<file path="config.mk">
export PLATFORM = sky130hd
export DESIGN_NAME = lfsr_rand_arbiter
export DESIGN_NICKNAME = d
export VERILOG_FILES = /design/src/rtl/lfsr_pkg.sv /design/src/rtl/lfsr_core.sv /design/src/rtl/lfsr_rand_arbiter.sv
export SDC_FILE = /design/constraint.sdc
export NUM_CORES = 1
export LEC_CHECK = 0
export ABC_AREA = 1
export BUFFER_PORTS_ARGS = -buffer_cell sky130_fd_sc_hd__buf_2
export CORE_UTILIZATION = 54
export CTS_CLUSTER_DIAMETER = 60
export DETAILED_ROUTE_END_ITERATION = 8
export PLACE_DENSITY = 0.77
export SETUP_SLACK_MARGIN = 0.3
export SYNTH_ARGS = -nofsm -noshare
export SYNTH_HDL_FRONTEND = slang
export SYNTH_HIERARCHICAL = 1
export SYNTH_SLANG_ARGS = --single-unit
export TNS_END_PERCENT = 30
</file>
<file path="constraint.sdc">
create_clock -name clk -period 1.9 [get_ports clk]
set_input_delay 0.285 -clock clk [delete_from_list [all_inputs] [get_ports clk]]
set_output_delay 0.285 -clock clk [all_outputs]
set_load 0.01 [all_outputs]
</file>
<file path="src/rtl/lfsr_pkg.sv">
// lfsr_pkg: shared types and the 10-bit XNOR LFSR step for lfsr_rand_arbiter
package lfsr_pkg;
  localparam int LFSR_W = 10;
  typedef logic [LFSR_W-1:0] lfsr_t;
  localparam lfsr_t LFSR_LOCKUP = 10'h3FF;
  localparam lfsr_t LFSR_SAFE = 10'h000;
  typedef enum logic {STIR, READY} arb_state_t;
  function automatic lfsr_t lfsr_next(input lfsr_t q);
    return (q == LFSR_LOCKUP) ? LFSR_SAFE : {~(q[0] ^ q[3]), q[LFSR_W-1:1]};
  endfunction
endpackage

</file>
<file path="src/rtl/lfsr_core.sv">
// lfsr_core: 10-bit XNOR LFSR register with seed load and lockup-safe stepping
module lfsr_core
  import lfsr_pkg::*;
(
  input  logic  clk,
  input  logic  reset,
  input  logic  en,
  input  logic  load,
  input  lfsr_t din,
  output lfsr_t q
);
  always_ff @(posedge clk or negedge reset)
    if (!reset) q <= LFSR_SAFE;
    else if (load) q <= (din == LFSR_LOCKUP) ? LFSR_SAFE : din;
    else if (en) q <= lfsr_next(q);
endmodule

</file>
<file path="src/rtl/lfsr_rand_arbiter.sv">
// lfsr_rand_arbiter: round-robin sharing of one LFSR, stirred STEPS cycles between grants
// Optional grant counter output grant_cnt when RAND_STATS_EN is defined.
module lfsr_rand_arbiter
  import lfsr_pkg::*;
#(
  parameter int NREQ  = 4,
  parameter int STEPS = 10
) (
  input  logic            clk,
  input  logic            reset,
  input  logic            seed_load,
  input  lfsr_t           seed_in,
  input  logic [NREQ-1:0] req,
  output logic [NREQ-1:0] gnt,
  output lfsr_t           rand_out,
  output logic            busy
`ifdef RAND_STATS_EN
  ,
  output logic [15:0]     grant_cnt
`endif
);
  localparam int PW = $clog2(NREQ);
  localparam int CW = $clog2(STEPS + 1);
  arb_state_t state;
  logic [CW-1:0] stir_cnt;
  logic [PW-1:0] rr_ptr, win;
  logic found, issue;
  lfsr_t q;
  lfsr_core u_core (
    .clk (clk),
    .reset(reset),
    .en  (state == STIR),
    .load(seed_load),
    .din (seed_in),
    .q   (q)
  );
  // search starts just after the last winner so every requester gets a turn
  always_comb begin
    win = rr_ptr;
    found = 1'b0;
    for (int i = 1; i <= NREQ; i++) begin
      if (!found && req[PW'((int'(rr_ptr) + i) % NREQ)]) begin
        win = PW'((int'(rr_ptr) + i) % NREQ);
        found = 1'b1;
      end
    end
  end
  assign issue = (state == READY) && found && !seed_load;
  assign busy = (state == STIR);
  always_ff @(posedge clk or negedge reset)
    if (!reset) begin
      state <= STIR;
      stir_cnt <= '0;
      rr_ptr <= PW'(NREQ - 1);
      gnt <= '0;
      rand_out <= LFSR_SAFE;
    end else begin
      gnt <= '0;
      if (seed_load) begin
        state <= STIR;
        stir_cnt <= '0;
      end else if (state == STIR) begin
        stir_cnt <= (stir_cnt == CW'(STEPS - 1)) ? '0 : stir_cnt + 1'b1;
        if (stir_cnt == CW'(STEPS - 1)) state <= READY;
      end else if (issue) begin
        gnt <= NREQ'(1) << win;
        rand_out <= q;
        rr_ptr <= win;
        state <= STIR;
      end
    end
`ifdef RAND_STATS_EN
  always_ff @(posedge clk or negedge reset)
    if (!reset) grant_cnt <= '0;
    else if (seed_load) grant_cnt <= '0;
    else if (issue && grant_cnt != 16'hFFFF) grant_cnt <= grant_cnt + 1'b1;
`endif
endmodule

</file>
==> results_dict.tcl, run 1 <==
set metrics [dict create \
    die_area_mm2 0.003888 \
    number_of_global_route_vias_before_repair 1750 \
    areaGrowthSynthToFinish_pct 23.47 \
    timing.hold.worst.class "input pin to register" \
    antenna_found_initial 0 \
    worst_path_most_repeated_cell "nand2_4" \
    die_width_um 62.35 \
    place.gp.congestion 0.8405 \
    r2r.worst_path.cells 10 \
    starting_density 0.5758 \
    crit_family "simple AND/OR/NAND/NOR gates" \
    worst-r2r-setup-slack_ps 150 \
    slew_viol_final 0 \
    grt_util_met1 0.3206 \
    num-nets-final 351 \
    antenna-diode-count 0 \
    placement.io_buffers 31 \
    max_cap_viols 0 \
    crit_path_start_kind "register" \
    htree_levels 2 \
    post_layout_nonfiller_instances 379 \
    grtUsageTotal 0.2521 \
    total_leakage_power_uw 0.001409 \
    peakVddDrop_mv 0.4683 \
    worstPathRequired_ps 2120 \
    drt_wl_total_mm 4.284 \
    dr.first_iter.drc_count 132 \
    tritoncts_num_sinks 31 \
    finalCritPeriodShare 0.9222 \
    grt.met3_usage 0.05882 \
    grt_total_ovfl 0 \
    drive_above_1_share 0.2943 \
    cts_tree "done" \
    routedWlPerCell_um 11.30 \
    maximum_clock_path_buffer_count 2 \
    hold_path.startpoint "seed_in[3]" \
    finalSetupViolCount 0 \
    firstDrtPassIters 4 \
    totalNegativeSetupSlack_ps 0 \
    post_cts_clock_slew_at_the_launch_and_capture_registers_of_the_worst_setup_and_hold_paths_ps 100 \
    netlist_area_mm2 0.001967 \
    core_area_mm2 0.003416 \
    hpwl_mm 2.805 \
    final.min_clock_period_ps 1752 \
    drt_via_density 4.834 \
    post_synth_inst_count 285 \
    worst-setup-path-type "register to register" \
    post-place-cells 358 \
    cts.root.buffer_cell "clkbuf_4" \
    grt_start_max_net_pins 32 \
    clk-insertion-delay-late_ps 330 \
    worstHoldPathCells 7 \
    globalRouteMet2Util 0.4162 \
    cts-buffers-inserted 5 \
    worst_hold_slack_ps 328.3 \
    grt_pass1_wl_mm 7.665 \
    r2r-start "rr_ptr[0]" \
    io-pin-count 32 \
    critical_path_cell_count 10 \
    setup.worst_path.end_class "register" \
    pwr_density_cell_mw_per_mm2 583.2 \
    status "completed" \
    fin_skew_ps 6.744 \
    core.rowCount 21 \
    drtAntennaViolNets 0 \
    drc 0 \
    worst_path_largest_cell_delay_ps 660 \
    timing.critical_path.slowest_stage_cell "dfstp_2" \
    global_routing_s_busiest_layer "met2" \
    postSynthAreaPerCell_um2 6.901 \
    synth_seq_cells 31 \
    rsz0062_at_grt "true" \
    synthesis.yosys.warnings 6 \
    actual_transition_at_the_worst_max_transition_pin_ps 664.5 \
    count_of_vias_placed_by_the_detailed_router 1832 \
    fp.dieH_um 62.35 \
    path_max_fanout 8 \
    net_count_after_synthesis 304 \
    slew_headroom 0.5570 \
    cp.buffers_inverters 2 \
    cp_cell_sequence "buf_6, nand2_4, nand2_4, nand2_2, nand2_4, nand3b_4, nand2_8, buf_6, nand2_1, nand2_1" \
    fraction_of_the_yosys_area_taken_by_sequential_cells 0.3957 \
    hold-path-endpoint "u_core/q[3]" \
    timing_hold_violations_final 0 \
    critPathArrivalTime_ps 1970 \
    yosysUniqueCellTypes 27 \
    max_clock_freq_mhz 570.7 \
    rr_endpoint "rand_out[2]" \
]
-- cell usage in the layout (no fill, tap or decap), drive strengths merged --
cell type,synthesis,routed
nand2,165,165
buf,6,44
dfrtp,29,29
inv,24,25
nor2,21,21
nand3,13,13
clkinv,10,10
clkbuf,0,7
o21ai,4,4
o22ai,2,2
ha,2,2
dfstp,2,2
nand3b,2,2
or2,1,1
xnor2,1,1
xor2,1,1
clkinvlp,0,1
dlygate4sd3,0,1
bufinv,1,1
a21oi,1,1
-- synthesized netlist by cell type --
cell | instances | share of area
inv_2 | 2 | 0.0038
clkinv_1 | 10 | 0.019
nor2_2 | 1 | 0.0032
a21oi_1 | 1 | 0.0025
inv_1 | 21 | 0.040
buf_6 | 3 | 0.017
nand2_1 | 147 | 0.28
nand2_2 | 14 | 0.045
inv_4 | 1 | 0.0032
nor2_8 | 1 | 0.010
o21ai_0 | 4 | 0.010
nand3b_2 | 1 | 0.0057
nor2_1 | 19 | 0.036
nand3_4 | 1 | 0.0089
o22ai_1 | 2 | 0.0064
ha_1 | 2 | 0.013
xor2_1 | 1 | 0.0045
buf_4 | 1 | 0.0038
or2_1 | 1 | 0.0032
dfstp_2 | 2 | 0.027
nand2_4 | 4 | 0.023
dfrtp_1 | 29 | 0.37
nand3_1 | 12 | 0.031
bufinv_16 | 1 | 0.015
xnor2_1 | 1 | 0.0045
nand3b_4 | 1 | 0.010
buf_2 | 2 | 0.0051
-- worst max-delay path by stage --
stage	from	endpoint
2_1_floorplan	rr_ptr[0]	rand_out[0]
3_3_place_gp	rr_ptr[0]	gnt[1]
3_5_place_dp	rr_ptr[0]	gnt[3]
4_1_cts	rr_ptr[0]	rand_out[2]
5_1_grt	rr_ptr[0]	rr_ptr[1]
6_report	rr_ptr[0]	rand_out[2]
-- per-stage QoR --
step                  util  cell area, um^2  total power [uW]  setup WS [ps]
floorplan                -             1967             878.1          309.3
CTS                 0.6956             2376              1411          198.6
global placement    0.6275             2143             940.9          151.1
finish              0.7110             2429              1416          147.8
detailed placement  0.6275             2143             944.9          96.14
global route        0.7110             2429              1507          54.05
-- tightest hold or removal path: cells and delay by family --
family	cells	cell delay [ps]
buffers and inverters	2	130
AND/OR/NAND/NOR	5	210
-- metal layers --
metal,wire length [um],up-vias
met5,0,-
met4,84,0
met3,164,10
met2,2082,55
met1,1954,824
li1,-,943
-- power by group --
group | total [uW] | switching, uW | internal [uW] | leakage [uW]
combinational | 239 | 145 | 94.7 | 0.000967
clock | 446 | 229 | 216 | 0.0000375
sequential | 732 | 38.7 | 693 | 0.000405
-- state kept, by name, summed over array words and instances (netlist names) --
| name | cells |
|---|---|
| gnt | 4 |
| rand_out | 10 |
| rr_ptr | 2 |
| state | 1 |
| stir_cnt | 4 |
| u_core/q | 10 |
-- cells by family (layout without fill, tap and decap cells) --
family                   Yosys count  count (layout)  synth area share
AND/OR/NAND/NOR                  202             202            0.4561
flip-flops                        31              31            0.3957
adder cells (fa/ha/maj)            2               2           0.01272
buffers and inverters             41              89            0.1075
AO/OA/AOI/OAI                      7               7           0.01908
XOR/XNOR                           2               2          0.008907
-- what timing repair did --
| item | in CTS | in global routing |
|---|---|---|
| hold buffers | 1 | 0 |
| setup buffers | 9 | 1 |
| endpoints found under the hold margin | 4 | 0 |
| pin swaps | 8 | 3 |
| cloned | 1 | 1 |
| resized for setup | 23 | 10 |
| setup endpoints to repair | 17 | 17 |
-- cell type report --
type	count	area, um^2
Inverter	35	172.7
Fill cell	306	987.2
Multi-Input combinational cell	213	1061
Clock inverter	1	7.507
Clock buffer	7	65.06
Sequential cell	31	778.2
Timing Repair Buffer	45	277.8
Timing Repair inverter	1	8.758
Tap cell	46	57.56
Power figures use the tool's default switching activity.
==> run 2, diff against run 1 <==
--- a/config.mk
+++ b/config.mk
@@ -7,10 +7,10 @@
 export LEC_CHECK = 0
 export ABC_AREA = 1
 export BUFFER_PORTS_ARGS = -buffer_cell sky130_fd_sc_hd__buf_2
-export CORE_UTILIZATION = 54
+export CORE_UTILIZATION = 51
 export CTS_CLUSTER_DIAMETER = 60
 export DETAILED_ROUTE_END_ITERATION = 8
-export PLACE_DENSITY = 0.77
+export PLACE_DENSITY = 0.76
 export SETUP_SLACK_MARGIN = 0.3
 export SYNTH_ARGS = -nofsm -noshare
 export SYNTH_HDL_FRONTEND = slang
==> constraint.sdc (replaced) <==
create_clock -name clk -period 1.5 [get_ports clk]
set_input_delay 0.225 -clock clk [delete_from_list [all_inputs] [get_ports clk]]
set_output_delay 0.225 -clock clk [all_outputs]
set_load 0.01 [all_outputs]
==> run 2 against run 1 <==
Effect of this change:
- the run now ends with negative setup slack left
- first-iteration DRC count is 41% higher
- utilization is 0.75 points higher
- clock power is 90% higher
- non-clock buffer count is 10 higher
- die area is 5.7% higher
- sequential share of layout area is 2.6 points lower
- maximum frequency is 0.87% higher
- via count is 3.7% higher
- final cell count is 3.2% higher
==> results_dict.tcl, run 2 (synthesis gave the netlist of run 1 again) <==
set metrics [dict create \
    actual_transition_at_the_worst_max_transition_pin_ps 689.5 \
    cts_tree "done" \
    timing.hold.worst.class "input pin to register" \
    fin_skew_ps 4.558 \
    worst_path_largest_cell_delay_ps 590 \
    areaGrowthSynthToFinish_pct 34.73 \
    biggestRegsByFlops "rand_out x10, u_core/q x10" \
    timing_hold_violations_final 0 \
    critPathArrivalTime_ps 1910 \
    finalCritPeriodShare 1.158 \
    peakVddDrop_mv 0.4666 \
    globalRouteMet2Util 0.4255 \
    hpwl_mm 2.955 \
    maximum_clock_path_buffer_count 2 \
    num-nets-final 361 \
    rsz0062_at_grt "true" \
    path_max_fanout 7 \
    drtAntennaViolNets 0 \
    swShare 0.2671 \
    die_width_um 64.10 \
    timing.critical_path.slowest_stage_cell "dfstp_2" \
    finalWorstSetupSlack_ps -237.1 \
    sequential_cell_fraction_of_total_power 0.436 \
    grtUsageTotal 0.2626 \
    worstPathRequired_ps 1670 \
    max_cap_viols 0 \
    drive_above_1_share 0.3907 \
    drc 0 \
    total_leakage_power_uw 0.001517 \
    failing_checks "negative setup slack" \
    p_int_uw 1561 \
    place.gp.congestion 0.8589 \
    antenna_found_initial 0 \
    antenna-diode-count 0 \
    totalNegativeSetupSlack_ps -3415 \
    worst-setup-path-type "register to register" \
    grt_total_ovfl 0 \
    cts.root.buffer_cell "clkbuf_8" \
    grt.met3_usage 0.05179 \
    routedWlPerCell_um 12.37 \
    placement.io_buffers 31 \
    post_layout_nonfiller_instances 391 \
    multi_input_area_mm2 0.001129 \
    crit_path_start_kind "register" \
    finalSetupViolCount 17 \
    core.rowCount 22 \
    dr.first_iter.drc_count 186 \
    pwr_density_cell_mw_per_mm2 804.0 \
    grt_start_max_net_pins 32 \
    grt_pass1_wl_mm 8.321 \
    htree_levels 2 \
    io-pin-count 32 \
    starting_density 0.5332 \
    post-place-cells 371 \
    drt_wl_total_mm 4.835 \
    post_cts_clock_slew_at_the_launch_and_capture_registers_of_the_worst_setup_and_hold_paths_ps 70 \
    firstDrtPassIters 4 \
    final.min_clock_period_ps 1737 \
    cp.buffers_inverters 2 \
    final_common_cell "nand2_1" \
    switchingPower_uw 569.2 \
    slew_headroom 0.5403 \
    setup.worst_path.end_class "register" \
    grt_util_met1 0.3573 \
    drt_via_density 4.857 \
    max_clock_freq_mhz 575.7 \
    worst_path_most_repeated_cell "nand2_1" \
    cts-buffers-inserted 5 \
    power.share.clock 0.398 \
    power_frac_comb 0.166 \
    core_area_mm2 0.003689 \
    global_routing_s_busiest_layer "met2" \
    slew_viol_final 0 \
    number_of_global_route_vias_before_repair 1751 \
    fp.dieH_um 64.10 \
    cp_cell_sequence "buf_12, nand2_1, nand2_2, nand2_1, nand2_2, nand3b_4, nand2_8, clkbuf_16, nand2_1, nand2_1" \
    status "finished, violations left" \
    clk-insertion-delay-late_ps 280 \
    die_area_mm2 0.004109 \
    final.fill_count 275 \
    commonest_non_fill_non_tap_cells_in_the_layout "117 x nand2_1, 41 x nand2_2, 31 x buf_2" \
    count_of_vias_placed_by_the_detailed_router 1899 \
    regArea_um2 779.5 \
    crit_family "simple AND/OR/NAND/NOR gates" \
    tritoncts_num_sinks 31 \
]
run 2: worst reg2reg max path, delay by kind of cell, from the launching register on:
| kind | cells | cell delay (ps) |
|---|---|---|
| simple gates | 8 | 740 |
| flops | 1 | 590 |
| buf+inv | 2 | 300 |
run 2: area by class of cell:
type | count | share of cell area
multi-input cells | 213 | 0.4259
flip-flops and latches | 31 | 0.2941
repair buffers | 55 | 0.1464
inverters | 35 | 0.06421
clock buffers | 6 | 0.03116
well taps | 48 | 0.02266
clock inverters | 2 | 0.01322
repair inverters | 1 | 0.002361
run 2: layer usage:
layer	vias up	part of all wire	wire, um
met1	869	0.44	2131
met5	-	0	0
met2	63	0.50	2409
met4	0	0.016	76
met3	6	0.045	218
li1	961	-	-
run 2: final timing paths:
path	from	to	slack, ps	cells past startpoint
worst max-delay path	rr_ptr[0]	rand_out[1]	-240	10
worst min-delay path	seed_load	state	290	4
worst max register to register	rr_ptr[0]	rand_out[1]	-240	10
worst min register to register	rand_out[6]	rand_out[6]	480	2
max in group asynchronous	reset	u_core/q[1]	490	2
min in group asynchronous	reset	rand_out[2]	520	2
run 2: repair_timing:
action / 4_1_cts / 5_1_grt
resized for setup: 31 / 28
endpoints found under the hold margin: 10 / 0
pin swaps: 9 / 41
buffers inserted: 9 / 0
hold buffers: 1 / 0
setup endpoints to repair: 27 / 30
gates cloned: 1 / 1
run 2: per-stage QoR:
stage	power, uW	hold WS, ps	cell area (um^2)	setup WS, ps	util
detailed placement	1218	295.8	2243	-237.1	0.6082
finish	2131	285.9	2650	-237.1	0.7185
CTS	2103	280.5	2562	-178.0	0.6947
global placement	1207	298.9	2243	-171.6	0.6082
floorplan	1113	-70.59	1969	-50.43	-
global route	2238	323.4	2650	-305.8	0.7185
run 2: power groups by stage:
stage               sequential, uW  combinational [uW]  clock, uW
floorplan                      931                 182          0
global placement               936                 271          0
detailed placement             939                 279          0
CTS                            923                 325        854
global route                   933                 398        907
finish                         928                 354        849
==> run 3, diff against run 2 <==
--- a/config.mk
+++ b/config.mk
@@ -7,13 +7,12 @@
 export LEC_CHECK = 0
 export ABC_AREA = 1
 export BUFFER_PORTS_ARGS = -buffer_cell sky130_fd_sc_hd__buf_2
-export CORE_UTILIZATION = 51
+export CORE_UTILIZATION = 49
 export CTS_CLUSTER_DIAMETER = 60
 export DETAILED_ROUTE_END_ITERATION = 8
-export PLACE_DENSITY = 0.76
+export PLACE_DENSITY = 0.74
 export SETUP_SLACK_MARGIN = 0.3
 export SYNTH_ARGS = -nofsm -noshare
 export SYNTH_HDL_FRONTEND = slang
-export SYNTH_HIERARCHICAL = 1
 export SYNTH_SLANG_ARGS = --single-unit
 export TNS_END_PERCENT = 30
==> run 3 against run 2 <==
Effect of this change:
- maximum frequency rose by 2.6%
- largest power group unchanged
- register-to-register slack improved by 40 ps
- sequential share of layout area rose by 5.7 points
- critical path type unchanged
- combinational power rose by 58%
- non-clock buffer count did not move
- wire length fell by 24%
- the run still ends with negative setup slack left
==> results_dict.tcl, run 3 <==
set metrics [dict create \
    failing_checks "negative setup slack" \
    multi_input_area_um2 872.1 \
    synth_top_cells_by_area "dfrtp_1 41%, nand2_1 17%, nand3_1 8.0%" \
    cts-buffers-inserted 5 \
    synth_most_common_cell "nand2_1" \
    firstDrtPassIters 4 \
    slew_viol_final 0 \
    synth-edff-count 0 \
    r2r-start "rr_ptr[0]" \
    count_of_vias_placed_by_the_detailed_router 1577 \
    setup.worst_path.end_class "register" \
    grt_pass1_wl_mm 5.685 \
    swShare 0.3241 \
    final_core_utilization 0.6537 \
    path_max_fanout 8 \
    power_frac_comb 0.285 \
    final.fill_count 303 \
    place.gp.congestion 0.8514 \
    final_common_cell "nand2_1" \
    pwr_density_cell_mw_per_mm2 888.5 \
    die_width_um 61.77 \
    drt_wl_total_mm 3.658 \
    starting_density 0.5164 \
    htree_levels 2 \
    async_reset_ff_frac 1.000 \
    post_synth_inst_count 223 \
    synth.top_cell.area_share 0.4146 \
    num-nets-final 295 \
    max_cap_viols 0 \
    cts.root.buffer_cell "clkbuf_4" \
    sequential_cell_fraction_of_total_power 0.488 \
    io-pin-count 32 \
    actual_transition_at_the_worst_max_transition_pin_ps 681.4 \
    commonest_non_fill_non_tap_cells_in_the_layout "69 x nand2_1, 31 x buf_2, 29 x dfrtp_1" \
    core.rowCount 21 \
    dr.first_iter.drc_count 59 \
    grt_start_max_net_pins 32 \
    die_area_mm2 0.003816 \
    net_count_after_synthesis 242 \
    drc 0 \
    yosysTopAreaCell "dfrtp_1" \
    biggestRegsByFlops "rand_out x10, u_core.q x10" \
    switchingPower_uw 638.1 \
    timing.hold.worst.class "input pin to register" \
    total_leakage_power_uw 0.001195 \
    hold_path.startpoint "seed_in[5]" \
    max_clock_freq_mhz 590.4 \
    drt_via_density 4.882 \
    regArea_um2 778.2 \
    synthesis.yosys.warnings 0 \
    peakVddDrop_mv 0.4871 \
    worst-setup-path-type "register to register" \
    worstHoldPathCells 3 \
    maximum_clock_path_buffer_count 2 \
    synth_seq_cells 31 \
    worstPathRequired_ps 1700 \
    final.min_clock_period_ps 1694 \
    yosysUniqueCellTypes 29 \
    ys_top_cells_by_count "78 x nand2_1, 29 x dfrtp_1, 28 x nand3_1" \
    tritoncts_num_sinks 31 \
    worst-r2r-setup-slack_ps -190 \
    hpwl_mm 2.639 \
    crit_path_start_kind "register" \
    antenna_found_initial 0 \
    finalWorstSetupSlack_ps -193.7 \
    fp.dieH_um 61.77 \
    grtUsageTotal 0.2053 \
    fin_skew_ps 16.33 \
    post_placement_cell_area_mm2 0.002067 \
    fraction_of_the_yosys_area_taken_by_sequential_cells 0.4446 \
    clk-insertion-delay-late_ps 320 \
    power.share.clock 0.227 \
    slew_headroom 0.5457 \
    cts_tree "done" \
    number_of_global_route_vias_before_repair 1314 \
    design_area_mm2 0.002216 \
    postSynth.topFlopCell "dfrtp_1" \
    status "finished, violations left" \
    drive_above_1_share 0.3466 \
    antenna-diode-count 0 \
    areaGrowthSynthToFinish_pct 26.59 \
    r2r.worst_path.cells 10 \
    timing.critical_path.from "rr_ptr[0]" \
    core_area_mm2 0.003390 \
    rsz0062_at_grt "true" \
    post_cts_clock_slew_at_the_launch_and_capture_registers_of_the_worst_setup_and_hold_paths_ps 100 \
    postSynthAreaPerCell_um2 7.849 \
    timing_hold_violations_final 0 \
    finalCritPeriodShare 1.129 \
    finalSetupViolCount 17 \
    critPathArrivalTime_ps 1900 \
    drtAntennaViolNets 0 \
    grt_total_ovfl 0 \
    netlist_area_mm2 0.001750 \
    placement.io_buffers 31 \
    p_int_uw 1331 \
    routedWlPerCell_um 11.33 \
]
-- run 3: power by group through the flow --
stage / logic, uW / registers, uW / clock network (uW)
floorplan: 344 / 970 / 0
global route: 633 / 968 / 504
global placement: 515 / 971 / 0
detailed placement: 518 / 973 / 0
finish: 561 / 960 / 447
CTS: 537 / 957 / 459
-- run 3: logic make-up after synthesis --
family | after synthesis | share of synthesized area
xor+xnor | 3 | 0.01501
simple gates | 142 | 0.3831
buf+inv | 31 | 0.08506
fa+ha+maj | 2 | 0.01429
flops | 31 | 0.4446
compound gates | 14 | 0.05790
-- run 3: cell type report --
| class | instances | share of cell area |
|---|---|---|
| tap | 46 | 0.02597 |
| inverter | 22 | 0.03953 |
| clock buffer | 8 | 0.02202 |
| sequential | 31 | 0.3512 |
| timing repair buffer | 55 | 0.1677 |
| multi-input combinational | 161 | 0.3936 |
-- run 3: worst paths after layout --
| path | end |
|---|---|
| max reg2reg | rand_out[1] |
| max in group asynchronous | stir_cnt[3] |
| min reg2reg | rand_out[3] |
| min | u_core.q[5] |
| max | rand_out[1] |
| min in group asynchronous | u_core.q[3] |
-- run 3: critical path: stages, from the launching register on --
cell and delay (ps):
dfstp_2 630, inv_4 80, nand2_2 90, nand2_4 70
nand2_4 70, nand2_4 70, nor2_8 140, nand3b_4 110
nand2_8 110, clkbuf_16 160, o21ai_2 50
-- run 3: stage by stage --
step | setup slack, ps | power (uW) | hold WS (ps) | std cells | setup TNS, ps
after detailed placement | -136.5 | 1491 | 304.3 | 311 | -1968
after CTS | -146.9 | 1953 | 161.8 | 321 | -2029
after global placement | -94.85 | 1486 | 306.8 | 311 | -1266
final | -193.7 | 1969 | 168.0 | 323 | -2858
after floorplan | -39.45 | 1314 | -70.59 | 223 | -531.0
after global routing | -272.0 | 2106 | 157.0 | 323 | -4204
-- run 3: timing repair --
action,4_1_cts,5_1_grt
pin swaps,0,10
setup endpoints to repair,28,32
endpoints found under the hold margin,29,0
setup buffers,1,1
gates resized for setup,5,15
hold buffers,1,0
cloned,0,1
-- run 3: layer usage --
| metal | vias to the layer above | global-route usage | wire, um | share of wire |
|---|---|---|---|---|
| met2 | 30 | 0.3103 | 1746 | 0.48 |
| met3 | 2 | 0.04969 | 147 | 0.040 |
| met5 | - | 0 | 0 | 0 |
| met4 | 0 | 0.05714 | 21 | 0.0057 |
| met1 | 722 | 0.2956 | 1742 | 0.48 |
| li1 | 823 | - | - | - |
